## src/rtl/time_set_editor_if.sv

```systemverilog
// Purpose : control/data bundle between the mode controller, key debouncers,
//           the time/alarm editor and the 7-segment display driver.
// Latency : none (plain wires). Backpressure: none, keys are levels, tick is a strobe.
// Ports   : master = controller/keys side (drives keys, mode, pos, tick; reads times)
//           slave  = time_set_editor (reads keys, mode, pos, tick; drives times/ring)
interface time_set_editor_if;
   logic        tick_1hz;    // one-cycle strobe, once per second
   logic [1:0]  mode;        // 00 normal, 01 set clock, 10 set alarm, 11 normal
   logic [2:0]  pos;         // digit select 0 h_t .. 5 s_o
   logic        set_inc;     // debounced increment key level
   logic        set_dec;     // debounced decrement key level
   logic        alarm_on;    // alarm enable switch
   logic        alarm_stop;  // stop key level
   logic [23:0] time_bcd;    // {h_t, h_o, m_t, m_o, s_t, s_o}
   logic [15:0] alarm_bcd;   // {h_t, h_o, m_t, m_o}
   logic        alarm_ring;  // alarm sounding

   modport master (
      output tick_1hz, mode, pos, set_inc, set_dec, alarm_on, alarm_stop,
      input  time_bcd, alarm_bcd, alarm_ring
   );

   modport slave (
      input  tick_1hz, mode, pos, set_inc, set_dec, alarm_on, alarm_stop,
      output time_bcd, alarm_bcd, alarm_ring
   );
endinterface

```

## src/rtl/time_set_editor.sv

```systemverilog
// Purpose : holds clock and alarm BCD registers, runs the clock from a 1 Hz
//           strobe, applies digit-wise key edits and drives the alarm ring.
// Latency : key edit, tick advance and ring set/clear are visible one clk after sampling.
// Backpressure: none; a held key yields exactly one edit (rising-edge detect).
// Ports   : clk, rst_n (async, active-low) plus the slave side of time_set_editor_if.
module time_set_editor #(
   parameter int          RING_SECS = 60,
   parameter logic [15:0] ALARM_RST = 16'h0700
) (
   input  logic               clk,
   input  logic               rst_n,
   time_set_editor_if.slave   bus
);

   localparam int             CW        = (RING_SECS < 1) ? 1 : $clog2(RING_SECS + 1);
   localparam logic [CW-1:0]  RING_LOAD = CW'(RING_SECS);

   logic          set_inc_q;
   logic          set_dec_q;
   logic [23:0]   time_q;
   logic [15:0]   alarm_q;
   logic          ring_q;
   logic [CW-1:0] ring_cnt;

   logic          inc_p;
   logic          dec_p;
   logic          edit_vld;
   logic          mode_normal;
   logic          mode_set_clk;
   logic          mode_set_alm;
   logic [23:0]   time_adv;
   logic [23:0]   time_edit;
   logic [15:0]   alarm_edit;
   logic          trigger;
   logic          ring_clear;

   // One-digit wrap-around step. A digit above its limit (only possible
   // transiently) decrements straight to the limit.
   function automatic logic [3:0] step_digit(input logic [3:0] v,
                                             input logic [3:0] max,
                                             input logic       up);
      logic [3:0] r;
      if (up) r = (v >= max) ? 4'd0 : v + 4'd1;
      else    r = (v == 4'd0 || v > max) ? max : v - 4'd1;
      return r;
   endfunction

   // Edit one digit of an {h_t, h_o, m_t, m_o} group; no carries between digits.
   function automatic logic [15:0] edit_hm(input logic [15:0] hm,
                                           input logic [1:0]  p,
                                           input logic        up);
      logic [3:0] ht, ho, mt, mo;
      {ht, ho, mt, mo} = hm;
      case (p)
         2'd0: begin
            ht = step_digit(ht, 4'd2, up);
            // 2x hours only go to 23, so clamp the ones digit in the same edit
            if (ht == 4'd2 && ho > 4'd3) ho = 4'd3;
         end
         2'd1:    ho = step_digit(ho, (ht == 4'd2) ? 4'd3 : 4'd9, up);
         2'd2:    mt = step_digit(mt, 4'd5, up);
         default: mo = step_digit(mo, 4'd9, up);
      endcase
      return {ht, ho, mt, mo};
   endfunction

   // One-second BCD advance with full carry chain, 23:59:59 rolls to 00:00:00.
   function automatic logic [23:0] advance_time(input logic [23:0] t);
      logic [3:0] ht, ho, mt, mo, st, so;
      {ht, ho, mt, mo, st, so} = t;
      if (so != 4'd9) so = so + 4'd1;
      else begin
         so = 4'd0;
         if (st != 4'd5) st = st + 4'd1;
         else begin
            st = 4'd0;
            if (mo != 4'd9) mo = mo + 4'd1;
            else begin
               mo = 4'd0;
               if (mt != 4'd5) mt = mt + 4'd1;
               else begin
                  mt = 4'd0;
                  if (ht == 4'd2 && ho == 4'd3) begin
                     ht = 4'd0;
                     ho = 4'd0;
                  end else if (ho == 4'd9) begin
                     ho = 4'd0;
                     ht = ht + 4'd1;
                  end else begin
                     ho = ho + 4'd1;
                  end
               end
            end
         end
      end
      return {ht, ho, mt, mo, st, so};
   endfunction

   assign inc_p        = bus.set_inc & ~set_inc_q;
   assign dec_p        = bus.set_dec & ~set_dec_q;
   // Both keys rising together cancel out.
   assign edit_vld     = inc_p ^ dec_p;

   assign mode_set_clk = (bus.mode == 2'b01);
   assign mode_set_alm = (bus.mode == 2'b10);
   assign mode_normal  = ~mode_set_clk & ~mode_set_alm;

   assign time_adv     = advance_time(time_q);

   always_comb begin
      time_edit = time_q;
      case (bus.pos)
         3'd0, 3'd1, 3'd2, 3'd3:
            time_edit[23:8] = edit_hm(time_q[23:8], bus.pos[1:0], inc_p);
         3'd4:    time_edit[7:4] = step_digit(time_q[7:4], 4'd5, inc_p);
         3'd5:    time_edit[3:0] = step_digit(time_q[3:0], 4'd9, inc_p);
         default: time_edit = time_q;
      endcase
   end

   // Alarm has no seconds digits, so pos 4-7 leave it untouched.
   assign alarm_edit = bus.pos[2] ? alarm_q : edit_hm(alarm_q, bus.pos[1:0], inc_p);

   // Compare against the post-increment time so the ring starts on the
   // same tick that displays the alarm minute.
   assign trigger    = mode_normal & bus.tick_1hz & bus.alarm_on &
                       (time_adv == {alarm_q, 8'h00});
   assign ring_clear = bus.alarm_stop | ~bus.alarm_on;

   always_ff @(posedge clk or negedge rst_n) begin
      if (!rst_n) begin
         set_inc_q <= 1'b0;
         set_dec_q <= 1'b0;
         time_q    <= 24'h000000;
         alarm_q   <= ALARM_RST;
         ring_q    <= 1'b0;
         ring_cnt  <= '0;
      end else begin
         set_inc_q <= bus.set_inc;
         set_dec_q <= bus.set_dec;

         // Setting the clock freezes it; otherwise it follows the tick.
         if (mode_set_clk) begin
            if (edit_vld) time_q <= time_edit;
         end else if (bus.tick_1hz) begin
            time_q <= time_adv;
         end

         if (mode_set_alm && edit_vld) alarm_q <= alarm_edit;

         // Countdown runs in every mode so a mode change does not stall the ring.
         if (ring_clear) begin
            ring_q   <= 1'b0;
            ring_cnt <= '0;
         end else if (trigger) begin
            ring_q   <= 1'b1;
            ring_cnt <= RING_LOAD;
         end else if (bus.tick_1hz && ring_q) begin
            ring_cnt <= (ring_cnt == '0) ? '0 : ring_cnt - 1'b1;
            if (ring_cnt <= CW'(1)) ring_q <= 1'b0;
         end
      end
   end

   assign bus.time_bcd   = time_q;
   assign bus.alarm_bcd  = alarm_q;
   assign bus.alarm_ring = ring_q;

endmodule

```

## src/flat_wrapper.sv

```systemverilog
// flat-port wrapper written by rule: the top's interface ports become plain ports
module time_set_editor_flat 
#(
   parameter int          RING_SECS = 60,
   parameter logic [15:0] ALARM_RST = 16'h0700
)
  (clk, rst_n, bus_tick_1hz, bus_mode, bus_pos, bus_set_inc, bus_set_dec, bus_alarm_on, bus_alarm_stop, bus_time_bcd, bus_alarm_bcd, bus_alarm_ring);
  time_set_editor_if bus_i ();
  input  logic clk;
  input  logic rst_n;
  input wire logic [$bits(bus_i.tick_1hz)-1:0] bus_tick_1hz;
  input wire logic [$bits(bus_i.mode)-1:0] bus_mode;
  input wire logic [$bits(bus_i.pos)-1:0] bus_pos;
  input wire logic [$bits(bus_i.set_inc)-1:0] bus_set_inc;
  input wire logic [$bits(bus_i.set_dec)-1:0] bus_set_dec;
  input wire logic [$bits(bus_i.alarm_on)-1:0] bus_alarm_on;
  input wire logic [$bits(bus_i.alarm_stop)-1:0] bus_alarm_stop;
  output wire logic [$bits(bus_i.time_bcd)-1:0] bus_time_bcd;
  output wire logic [$bits(bus_i.alarm_bcd)-1:0] bus_alarm_bcd;
  output wire logic [$bits(bus_i.alarm_ring)-1:0] bus_alarm_ring;
  assign bus_i.tick_1hz = bus_tick_1hz;
  assign bus_i.mode = bus_mode;
  assign bus_i.pos = bus_pos;
  assign bus_i.set_inc = bus_set_inc;
  assign bus_i.set_dec = bus_set_dec;
  assign bus_i.alarm_on = bus_alarm_on;
  assign bus_i.alarm_stop = bus_alarm_stop;
  assign bus_time_bcd = bus_i.time_bcd;
  assign bus_alarm_bcd = bus_i.alarm_bcd;
  assign bus_alarm_ring = bus_i.alarm_ring;
  time_set_editor #(.RING_SECS(RING_SECS), .ALARM_RST(ALARM_RST)) u_core (.clk(clk), .rst_n(rst_n), .bus(bus_i));
endmodule
```

## config.mk

```make
export PLATFORM = sky130hd
export DESIGN_NAME = time_set_editor_flat
export DESIGN_NICKNAME = d
export VERILOG_FILES = /design/src/rtl/time_set_editor_if.sv /design/src/rtl/time_set_editor.sv /design/src/flat_wrapper.sv
export SDC_FILE = /design/constraint.sdc
export NUM_CORES = 1
export LEC_CHECK = 0
export ABC_AREA = 1
export BUFFER_PORTS_ARGS = -buffer_cell sky130_fd_sc_hd__buf_2
export CAP_MARGIN = 0
export CORE_UTILIZATION = 50
export DETAILED_ROUTE_END_ITERATION = 8
export PLACE_DENSITY = 0.79
export SLEW_MARGIN = 20
export SYNTH_ARGS = -nofsm -noshare
export SYNTH_HDL_FRONTEND = slang
export SYNTH_SLANG_ARGS = --single-unit
```

## constraint.sdc

```tcl
create_clock -name clk -period 4.8 [get_ports clk]
set_input_delay 0.48 -clock clk [delete_from_list [all_inputs] [get_ports clk]]
set_output_delay 0.48 -clock clk [all_outputs]
set_load 0.01 [all_outputs]
```

# Word-level counts from Yosys, hierarchy flattened
# Index checks and enable logic that the tools add are counted.
# word_totals
register_bits	49
elab_cells	226
input_bits	12
# classes
n_addsub	21
n_eq_ne	30
n_lt_le_gt_ge	23
n_bitwise	15
n_reduce_logical	45
mux	78
# op_table
op	count
4-bit 2-to-1 mux	64
24-bit 2-to-1 mux	3
4-bit by 1-bit adder with 4-bit output (second input constant)	10
4-bit zero test	10
4-bit by 1-bit subtractor with 4-bit output (second input constant)	10
24-bit == test	1
6-bit 2-to-1 mux	4
4-bit by 2-bit == test with 1-bit output (second input constant)	5
4-bit by 2-bit greater-than comparator with 1-bit output (second input constant)	4
16-bit 2-to-1 mux	1
4-bit one-hot mux with 2 select lines	2
4-bit AND reduction	4
3-bit AND reduction	5
4-bit by 3-bit greater-or-equal comparator with 1-bit output (second input constant)	3
4-bit greater-or-equal comparator (second input constant)	3
4-bit by 3-bit greater-than comparator with 1-bit output (second input constant)	3
4-bit greater-than comparator (second input constant)	3
2-bit inequality test (second input constant)	6
1-bit logical OR	10
4-bit by 2-bit greater-or-equal comparator with 1-bit output (second input constant)	2
4-bit greater-or-equal comparator	2
4-bit greater-than comparator	2
4-bit by 3-bit inequality test with 1-bit output (second input constant)	2
4-bit inequality test (second input constant)	2
25 further kinds	51

# Longest topological paths before layout
# Gate-level depths: netlist of run 1.
# logic_depth
depth_word	13
depth_mapped	19
depth_no_buf	19

# Least setup slack after synthesis of run 1
# OpenSTA, ideal clock, no wires.
# synth_timing
kind	register to register
start	reg u_core.time_q[20] (netlist: u_core.bus.time_bcd[20])
end	reg u_core.time_q[19] (netlist: u_core.bus.time_bcd[19])
stages_incl_launch_ff	17
required_time_ns	4.681
arrival_ns	2.283
synth_period_minus_slack_ns	2.402
setup_slack_ns	2.398
cell_sequence	dfrtp_1 > inv_1 > ha_1 > inv_1 > nor2_2 > inv_1 > ha_1 > nand2_1 > nand2_1 > a21o_1 > o21ai_0 > o21ai_0 > and2_1 > o21ai_0 > nand2_1 > o21ai_0 > o21a_1
# synth_via
elab_chain_len	10
word_cells_on_any_way	34
# synth_lines
element	line	source
start, declared	time_set_editor.sv:20	logic [23:0] time_q;
start signal, assigned	time_set_editor.sv:144	if (edit_vld) time_q <= time_edit;
start signal, assigned	time_set_editor.sv:146	time_q <= time_adv;
4-bit by 2-bit greater-than comparator with 1-bit output (tied with other cells)	time_set_editor.sv:44	else r = (v == 4'd0 || v > max) ? max : v - 4'd1;
1-bit logical OR / 4-bit 2-to-1 mux (equally long branches)	time_set_editor.sv:44, time_set_editor.sv:60	
4-bit 2-to-1 mux / 4-bit greater-than comparator (equally long branches)	time_set_editor.sv:44	
4-bit 2-to-1 mux / 1-bit logical OR (equally long branches)	time_set_editor.sv:43, time_set_editor.sv:44	
4-bit 2-to-1 mux (on tied branches)	time_set_editor.sv:54, time_set_editor.sv:44	
4-bit 2-to-1 mux (on tied branches)	time_set_editor.sv:112, time_set_editor.sv:43	
4-bit by 2-bit == test with 1-bit output / 4-bit one-hot mux with 2 select lines (equally long branches)	time_set_editor.sv:58, time_set_editor.sv:54	
1-bit logical AND / 16-bit 2-to-1 mux (equally long branches)	time_set_editor.sv:58, time_set_editor.sv:112	
3-bit inequality test (no source line) / 24-bit 2-to-1 mux (equally long branches)	-	
5-bit AND reduction (no source line) / 24-bit 2-to-1 mux (equally long branches)	-	
# Several ways; a longest one is shown, not always the timed one. The select of a mux whose other input is x is not followed.
# A chain may end at the register's enable or synchronous reset.

# Final worst setup path of run 1
# Ends and elaborated chain as after synthesis.

==> impl_metrics.env, run 1 <==
export IMPL_cts_sinks=49
export IMPL_antenna_found_initial=0
export IMPL_initialDrtViolationCount=381
export IMPL_fin_cells=951
export IMPL_place_area_mm2=0.00540
export IMPL_yosys_area_top_type_share_pct=22.9
export IMPL_clk_path_buf_depth=2
export IMPL_ys_seq_elements=49
export IMPL_totalWireLength_mm=13.2
export IMPL_endpoint_kind="register"
export IMPL_fin_ws_ns=2.09
export IMPL_syn_to_final_growth_pct=9.37
export IMPL_critPathArrivalTime_ns=2.92
export IMPL_grt_ovfl_total=0
export IMPL_yosysSeqAreaShare_pct=24.5
export IMPL_numCtsBuffers=5
export IMPL_grt_pass1_wl_mm=22.7
export IMPL_ys_types=48
export IMPL_crit_chain="inv_1 > ha_1 > inv_1 > nor2_2 > inv_1 > ha_1 > nand2_1 > nand2_1 > a21o_1 > o21ai_0 > o21ai_0 > and2_1 > o21ai_0 > nand2_1 > o21ai_0 > o21a_1"
export IMPL_globalRouteTotalUtil_pct=27.2
export IMPL_cts_resized=0
export IMPL_cpPeakStageDelay_ns=0.43
export IMPL_endpoint="u_core.bus.time_bcd[19]"
export IMPL_slowest_stage="dfrtp_1"
export IMPL_syn_cell_area_mm2=0.00502
export IMPL_grt_pass1_vias=4893
export IMPL_vdd_drop_max_uv=220
export IMPL_r2r_slack_ns=2.09
export IMPL_cap_viol_max_count=0
export IMPL_path_clk_slew_ns=0.10
export IMPL_viasPerCell=5.54
export IMPL_drive_gt1_share_pct=12.5
export IMPL_cts_tree="yes"
export IMPL_skew_ns=0.00675
export IMPL_power_density_mw_per_mm2=479
export IMPL_cellLeakagePower_nw=2.84
export IMPL_synthCells=770
export IMPL_fmax_mhz=369
export IMPL_synth_top_area_cell="dfrtp_1"
export IMPL_nNetsFinal=868
export IMPL_postCtsHoldBufs=0
export IMPL_synthTopCellsByArea="dfrtp_1 23%, nand2_1 15%, ha_1 9.7%"
export IMPL_drc_errors=0
export IMPL_row_count=36
export IMPL_dieArea_mm2=0.0104
export IMPL_hpwl_mm=9.71
export IMPL_r2r_worst_path_cells=16
export IMPL_place_ws_ns=2.08
export IMPL_coreArea_mm2=0.00977
export IMPL_r2r_end="u_core.bus.time_bcd[19]"
export IMPL_initial_core_util_pct=51.4
export IMPL_final_period_utilization_pct=56.4
export IMPL_cpMostUsedCell="o21ai_0"
export IMPL_placed_cells=943
export IMPL_rsz0062_at_grt="no"
export IMPL_fin_setup_tns_ns=0
export IMPL_drv_slew=0
export IMPL_synth_edf_count=0
export IMPL_critPathBufInv=3
export IMPL_place_congestion=0.911
export IMPL_dieWidth_um=102
export IMPL_max_slew_margin_pct=57.0
export IMPL_crit_family="compound AO/OA/AOI/OAI gates"
export IMPL_hp_class="primary input to async pin"
export IMPL_synthArstFlopShare_pct=100
export IMPL_period_needed_ns=2.71
export IMPL_ys_warn_count=0
export IMPL_crit_path_start="u_core.bus.time_bcd[20]"
export IMPL_cp_data_required_time_ns=5.01
export IMPL_ant_nets=0
export IMPL_post_cts_buffers=0
export IMPL_fin_area_mm2=0.00549
export IMPL_dr_total_vias=5272
export IMPL_path_max_fanout=7
export IMPL_path_depth=16
export IMPL_setup_viol=0
export IMPL_tightest_slew_ns=0.645
export IMPL_antenna_cells=0
export IMPL_dr_pass1_iters=5
export IMPL_synth_most_common_cell="nand2_1"
export IMPL_synth_ff_type="dfrtp_1"
export IMPL_synthTopCellsByCount="205 x nand2_1, 88 x o21ai_0, 87 x inv_1, 73 x nand3_1, 67 x nor2_1"
export IMPL_grt_max_degree=50
export IMPL_start_kind="register"
export IMPL_hold_violations=0
export IMPL_io_buffers=52
export IMPL_status="finished, final reports clean"
export IMPL_io_pins=53
export IMPL_worstReg2RegStart="u_core.bus.time_bcd[20]"
export IMPL_wl_per_cell_um=13.9
export IMPL_root_buffer="clkbuf_8"
export IMPL_die_height_um=102
export IMPL_insertion_delay_ns=0.31
export IMPL_synth_avg_cell_area_um2=6.52
export IMPL_worstSetupPathType="register to register"
export IMPL_h_tree_depth=2
export IMPL_synth_nets=821
[stage by stage]
step / power, W / hold WS [ns] / util, %
5_1_grt: 0.00293 / 0.281 / 56.2
3_3_place_gp: 0.00233 / 0.518 / 55.3
4_1_cts: 0.00262 / 0.282 / 56.2
3_5_place_dp: 0.00234 / 0.521 / 55.3
2_1_floorplan: 0.00193 / 0.184 / -
6_report: 0.00263 / 0.269 / 56.2
[sequential cells by signal, summed over array words and instances (netlist names)]
register and flops:
u_core.bus.time_bcd 24, u_core.bus.alarm_bcd 16, u_core.ring_cnt 6, u_core.bus.alarm_ring 1, u_core.set_dec_q 1, u_core.set_inc_q 1
[layout by cell type, fill, tap and decap left out, drive strengths merged, types with 5 or more instances in the layout]
| cell type | instances |
|---|---|
| a21oi | 28 |
| buf | 55 |
| clkbuf | 5 |
| dfrtp | 46 |
| ha | 39 |
| inv | 93 |
| nand2 | 214 |
| nand3 | 78 |
| nand4 | 8 |
| nor2 | 81 |
| nor3 | 9 |
| o211ai | 10 |
| o21ai | 89 |
| o311ai | 5 |
| xor2 | 20 |
[routing by layer]
layer / track usage [%] / wire (µm) / share of wire (%) / vias to the layer above
met2: 44.3 / 6040 / 46 / 211
met5: 0 / 0 / 0 / -
met1: 37.2 / 6100 / 46 / 2391
met4: 8.24 / 218 / 1.7 / 0
li1: - / - / - / 2650
met3: 3.97 / 840 / 6.4 / 20
[where the power goes]
| group | total (W) | internal, W | switching [W] |
|---|---|---|---|
| clock network | 0.000258 | 0.000104 | 0.000154 |
| logic | 0.00160 | 0.000589 | 0.00101 |
| registers | 0.000773 | 0.000536 | 0.000237 |
[cell type report]
type | count | area [µm²]
tap | 133 | 166
clock buffer | 5 | 68.8
multi-input combinational | 613 | 3370
inverter | 93 | 350
fill | 979 | 4280
clock inverter | 3 | 21.3
sequential | 49 | 1230
timing repair buffer | 55 | 283
[kinds of logic (layout without fill, tap and decap cells)]
logic type | Yosys count | after routing | synth area share [%]
fa+ha+maj | 39 | 39 | 9.72
simple gates | 396 | 396 | 35.9
compound gates | 156 | 156 | 17.7
buf+inv | 108 | 156 | 8.35
flops | 49 | 49 | 24.5
xor+xnor | 22 | 22 | 3.84
[worst reg2reg max path, cell delays in order (launching register included)]
cell and delay, ns:
dfrtp_1 0.43, inv_1 0.22, ha_1 0.21, inv_1 0.06, nor2_2 0.19, inv_1 0.07
ha_1 0.29, nand2_1 0.06, nand2_1 0.08, a21o_1 0.14, o21ai_0 0.09, o21ai_0 0.17
and2_1 0.20, o21ai_0 0.08, nand2_1 0.09, o21ai_0 0.07, o21a_1 0.18
[worst min path at each step]
stage / start / endpoint / slack [ns]
2_1_floorplan: rst_n / u_core.bus.alarm_bcd[0] / 0.18
3_3_place_gp: u_core.ring_cnt[5] / u_core.ring_cnt[5] / 0.52
3_5_place_dp: u_core.ring_cnt[5] / u_core.ring_cnt[5] / 0.52
4_1_cts: bus_set_inc / u_core.set_inc_q / 0.28
5_1_grt: bus_set_inc / u_core.set_inc_q / 0.28
6_report: rst_n / u_core.bus.time_bcd[0] / 0.27
Note: power is estimated with default switching activity, not from simulation.
==> inputs of run 2 (changes only) <==
Settings changed: ABC_AREA 1 to 0, PLACE_DENSITY 0.79 to 0.81.
Clock period 4.8 ns to 2.3 ns, I/O delays scaled along.
==> run 2 against run 1 <==
  * Combinational power grew to 3.1 times the previous value
  * The flow now finishes with violations (setup timing)
  * Utilization is 14 points higher
  * Die area is 4.3% higher
  * Maximum frequency is 4.9% higher
  * Critical path depth is 8 lower
  * Via count is 22% higher
  * Clock power is 130% higher
  * Flip-flop and latch count stayed put
==> impl_metrics.env, run 2 <==
export IMPL_status="finished, violations left"
export IMPL_violations="setup timing"
export IMPL_path_clk_slew_ns=0.10
export IMPL_worstSetupPathType="register to register"
export IMPL_dieArea_mm2=0.0109
export IMPL_layout_commonest_cell="buf_4"
export IMPL_dr_total_vias=6447
export IMPL_die_height_um=104
export IMPL_hp_class="primary input to register"
export IMPL_place_congestion=0.947
export IMPL_totalWireLength_mm=19.1
export IMPL_crit_family="simple AND/OR/NAND/NOR gates"
export IMPL_ys_warn_count=0
export IMPL_p_total_w=0.00696
export IMPL_fmax_mhz=388
export IMPL_critPathArrivalTime_ns=2.78
export IMPL_clk_path_buf_depth=2
export IMPL_initialDrtViolationCount=632
export IMPL_io_buffers=52
export IMPL_yosysSeqAreaShare_pct=23.5
export IMPL_insertion_delay_ns=0.32
export IMPL_synth_nets=743
export IMPL_max_slew_margin_pct=60.0
export IMPL_synthCells=692
export IMPL_period_needed_ns=2.58
export IMPL_syn_cell_area_mm2=0.00524
export IMPL_timing_hold_ws_ns=0.0331
export IMPL_endpoint_kind="register"
export IMPL_critPathBufInv=1
export IMPL_synth_edf_count=0
export IMPL_dieWidth_um=104
export IMPL_setup_viol=13
export IMPL_antenna_cells=0
export IMPL_drv_slew=0
export IMPL_dr_pass1_iters=6
export IMPL_numCtsBuffers=5
export IMPL_hold_violations=0
export IMPL_largest_reg_flops=24
export IMPL_final_period_utilization_pct=112
export IMPL_fin_setup_tns_ns=-2.91
export IMPL_final_cell_mix="143 x buf_4, 56 x o21ai_0, 52 x buf_2"
export IMPL_vdd_drop_max_uv=570
export IMPL_hpwl_mm=13.5
export IMPL_grt_ovfl_total=0
export IMPL_path_max_fanout=8
export IMPL_drc_errors=0
export IMPL_antenna_found_initial=0
export IMPL_rsz0062_at_grt="yes"
export IMPL_tightest_slew_ns=0.598
export IMPL_initial_core_util_pct=51.2
export IMPL_ff_latch_area_mm2=0.00123
export IMPL_cp_data_required_time_ns=2.50
export IMPL_drive_gt1_share_pct=34.8
export IMPL_multiInputGateArea_mm2=0.00404
export IMPL_slowest_stage="or4_4"
export IMPL_grt_pass1_wl_mm=29.8
export IMPL_fin_ws_ns=-0.279
export IMPL_ys_types=72
export IMPL_synth_ff_type="dfrtp_1"
export IMPL_synthTopCellsByCount="66 x o21ai_0, 55 x a21oi_1, 55 x nand2_1, 49 x nor2_1, 47 x inv_1"
export IMPL_h_tree_depth=2
export IMPL_synthTopCellsByArea="dfrtp_1 22%, ha_1 9.3%, o21ai_0 6.3%"
export IMPL_nNetsFinal=910
export IMPL_synth_avg_cell_area_um2=7.58
export IMPL_grt_pass1_vias=6112
export IMPL_power_density_mw_per_mm2=974
export IMPL_synthArstFlopShare_pct=100
export IMPL_synth_most_common_cell="o21ai_0"
export IMPL_place_ws_ns=-0.242
export IMPL_synth_top_area_cell="dfrtp_1"
export IMPL_grt_max_degree=32
export IMPL_io_pins=53
export IMPL_viasPerCell=6.47
export IMPL_fillers=769
export IMPL_syn_to_final_growth_pct=36.3
export IMPL_row_count=37
export IMPL_cpPeakStageDelay_ns=0.50
export IMPL_root_buffer="clkbuf_8"
export IMPL_ant_nets=0
export IMPL_wl_per_cell_um=19.1
export IMPL_cts_tree="yes"
export IMPL_skew_ns=0.00817
export IMPL_coreArea_mm2=0.0102
export IMPL_globalRouteTotalUtil_pct=33.7
export IMPL_cap_viol_max_count=0
export IMPL_cts_sinks=49
export IMPL_crit_chain="buf_4 > and3b_1 > a21o_1 > a211oi_1 > or4_4 > a2111oi_4 > and4_1 > nor3_1"
export IMPL_ys_seq_elements=49
export IMPL_yosys_area_top_type_share_pct=22.0
export IMPL_start_kind="register"
export IMPL_cellLeakagePower_nw=3.16
==> run 2: path summary, 6_finish.rpt <==
check                                        start                      end  slack (ns)  cells past startpoint
hold reg to reg              u_core.bus.alarm_ring    u_core.bus.alarm_ring        0.58                      2
hold / removal                         bus_set_dec         u_core.set_dec_q        0.03                      1
min in group asynchronous                    rst_n  u_core.bus.time_bcd[10]        0.43                      2
setup reg to reg           u_core.bus.time_bcd[18]       u_core.ring_cnt[0]       -0.28                      8
max in group asynchronous                    rst_n  u_core.bus.alarm_bcd[8]        1.23                      3
setup / recovery           u_core.bus.time_bcd[18]       u_core.ring_cnt[0]       -0.28                      8
==> run 2: cells by family after synthesis <==
| group | count (synthesis) | synth area share, % |
|---|---|---|
| simple gates | 241 | 25.0 |
| flops | 49 | 23.5 |
| mux | 11 | 2.12 |
| buf+inv | 91 | 6.71 |
| xor+xnor | 20 | 3.34 |
| fa+ha+maj | 39 | 9.31 |
| compound gates | 241 | 30.1 |
==> run 2: cell type report <==
type	instances	area share (%)
timing repair buffer	202	19.9
multi-input combinational	552	56.5
sequential	49	17.3
clock buffer	6	1.16
clock inverter	2	0.193
tap	136	2.38
inverter	49	2.64
==> run 2: timing repair <==
| item | CTS | global route |
|---|---|---|
| endpoints found under the setup margin | 14 | 24 |
| pin swaps | 12 | 25 |
| resized for setup | 33 | 37 |
| hold buffers | 1 | 0 |
| hold endpoints to repair | 18 | 0 |
| setup buffers | 11 | 11 |
==> run 2: per-stage QoR <==
stage	utilization (%)	cells	cell area, µm²
after floorplan	-	692	5350
after global placement	64.2	966	6570
after detailed placement	64.2	966	6570
after CTS	67.5	986	6910
after global routing	69.8	996	7140
final	69.8	996	7140
==> run 2: worst register-to-register path, delay by kind of cell, from the launching register on <==
family                 cells  cell delay [ns]
AO/OA/AOI/OAI              3             0.51
flip-flops                 1             0.45
buffers and inverters      1             0.19
AND/OR/NAND/NOR            4             1.32
==> run 2: where the power goes <==
group	internal, W	total (W)	switching, W
clock network	0.000245	0.000584	0.000339
registers	0.00109	0.00141	0.000316
logic	0.00224	0.00497	0.00272
==> run 2: routing by layer <==
metal	track usage [%]	part of all wire, %	vias up
met2	55.4	47	446
met1	42.5	39	3007
met5	0	0	-
met4	16.3	3.9	0
met3	6.20	9.2	91
li1	-	-	2903
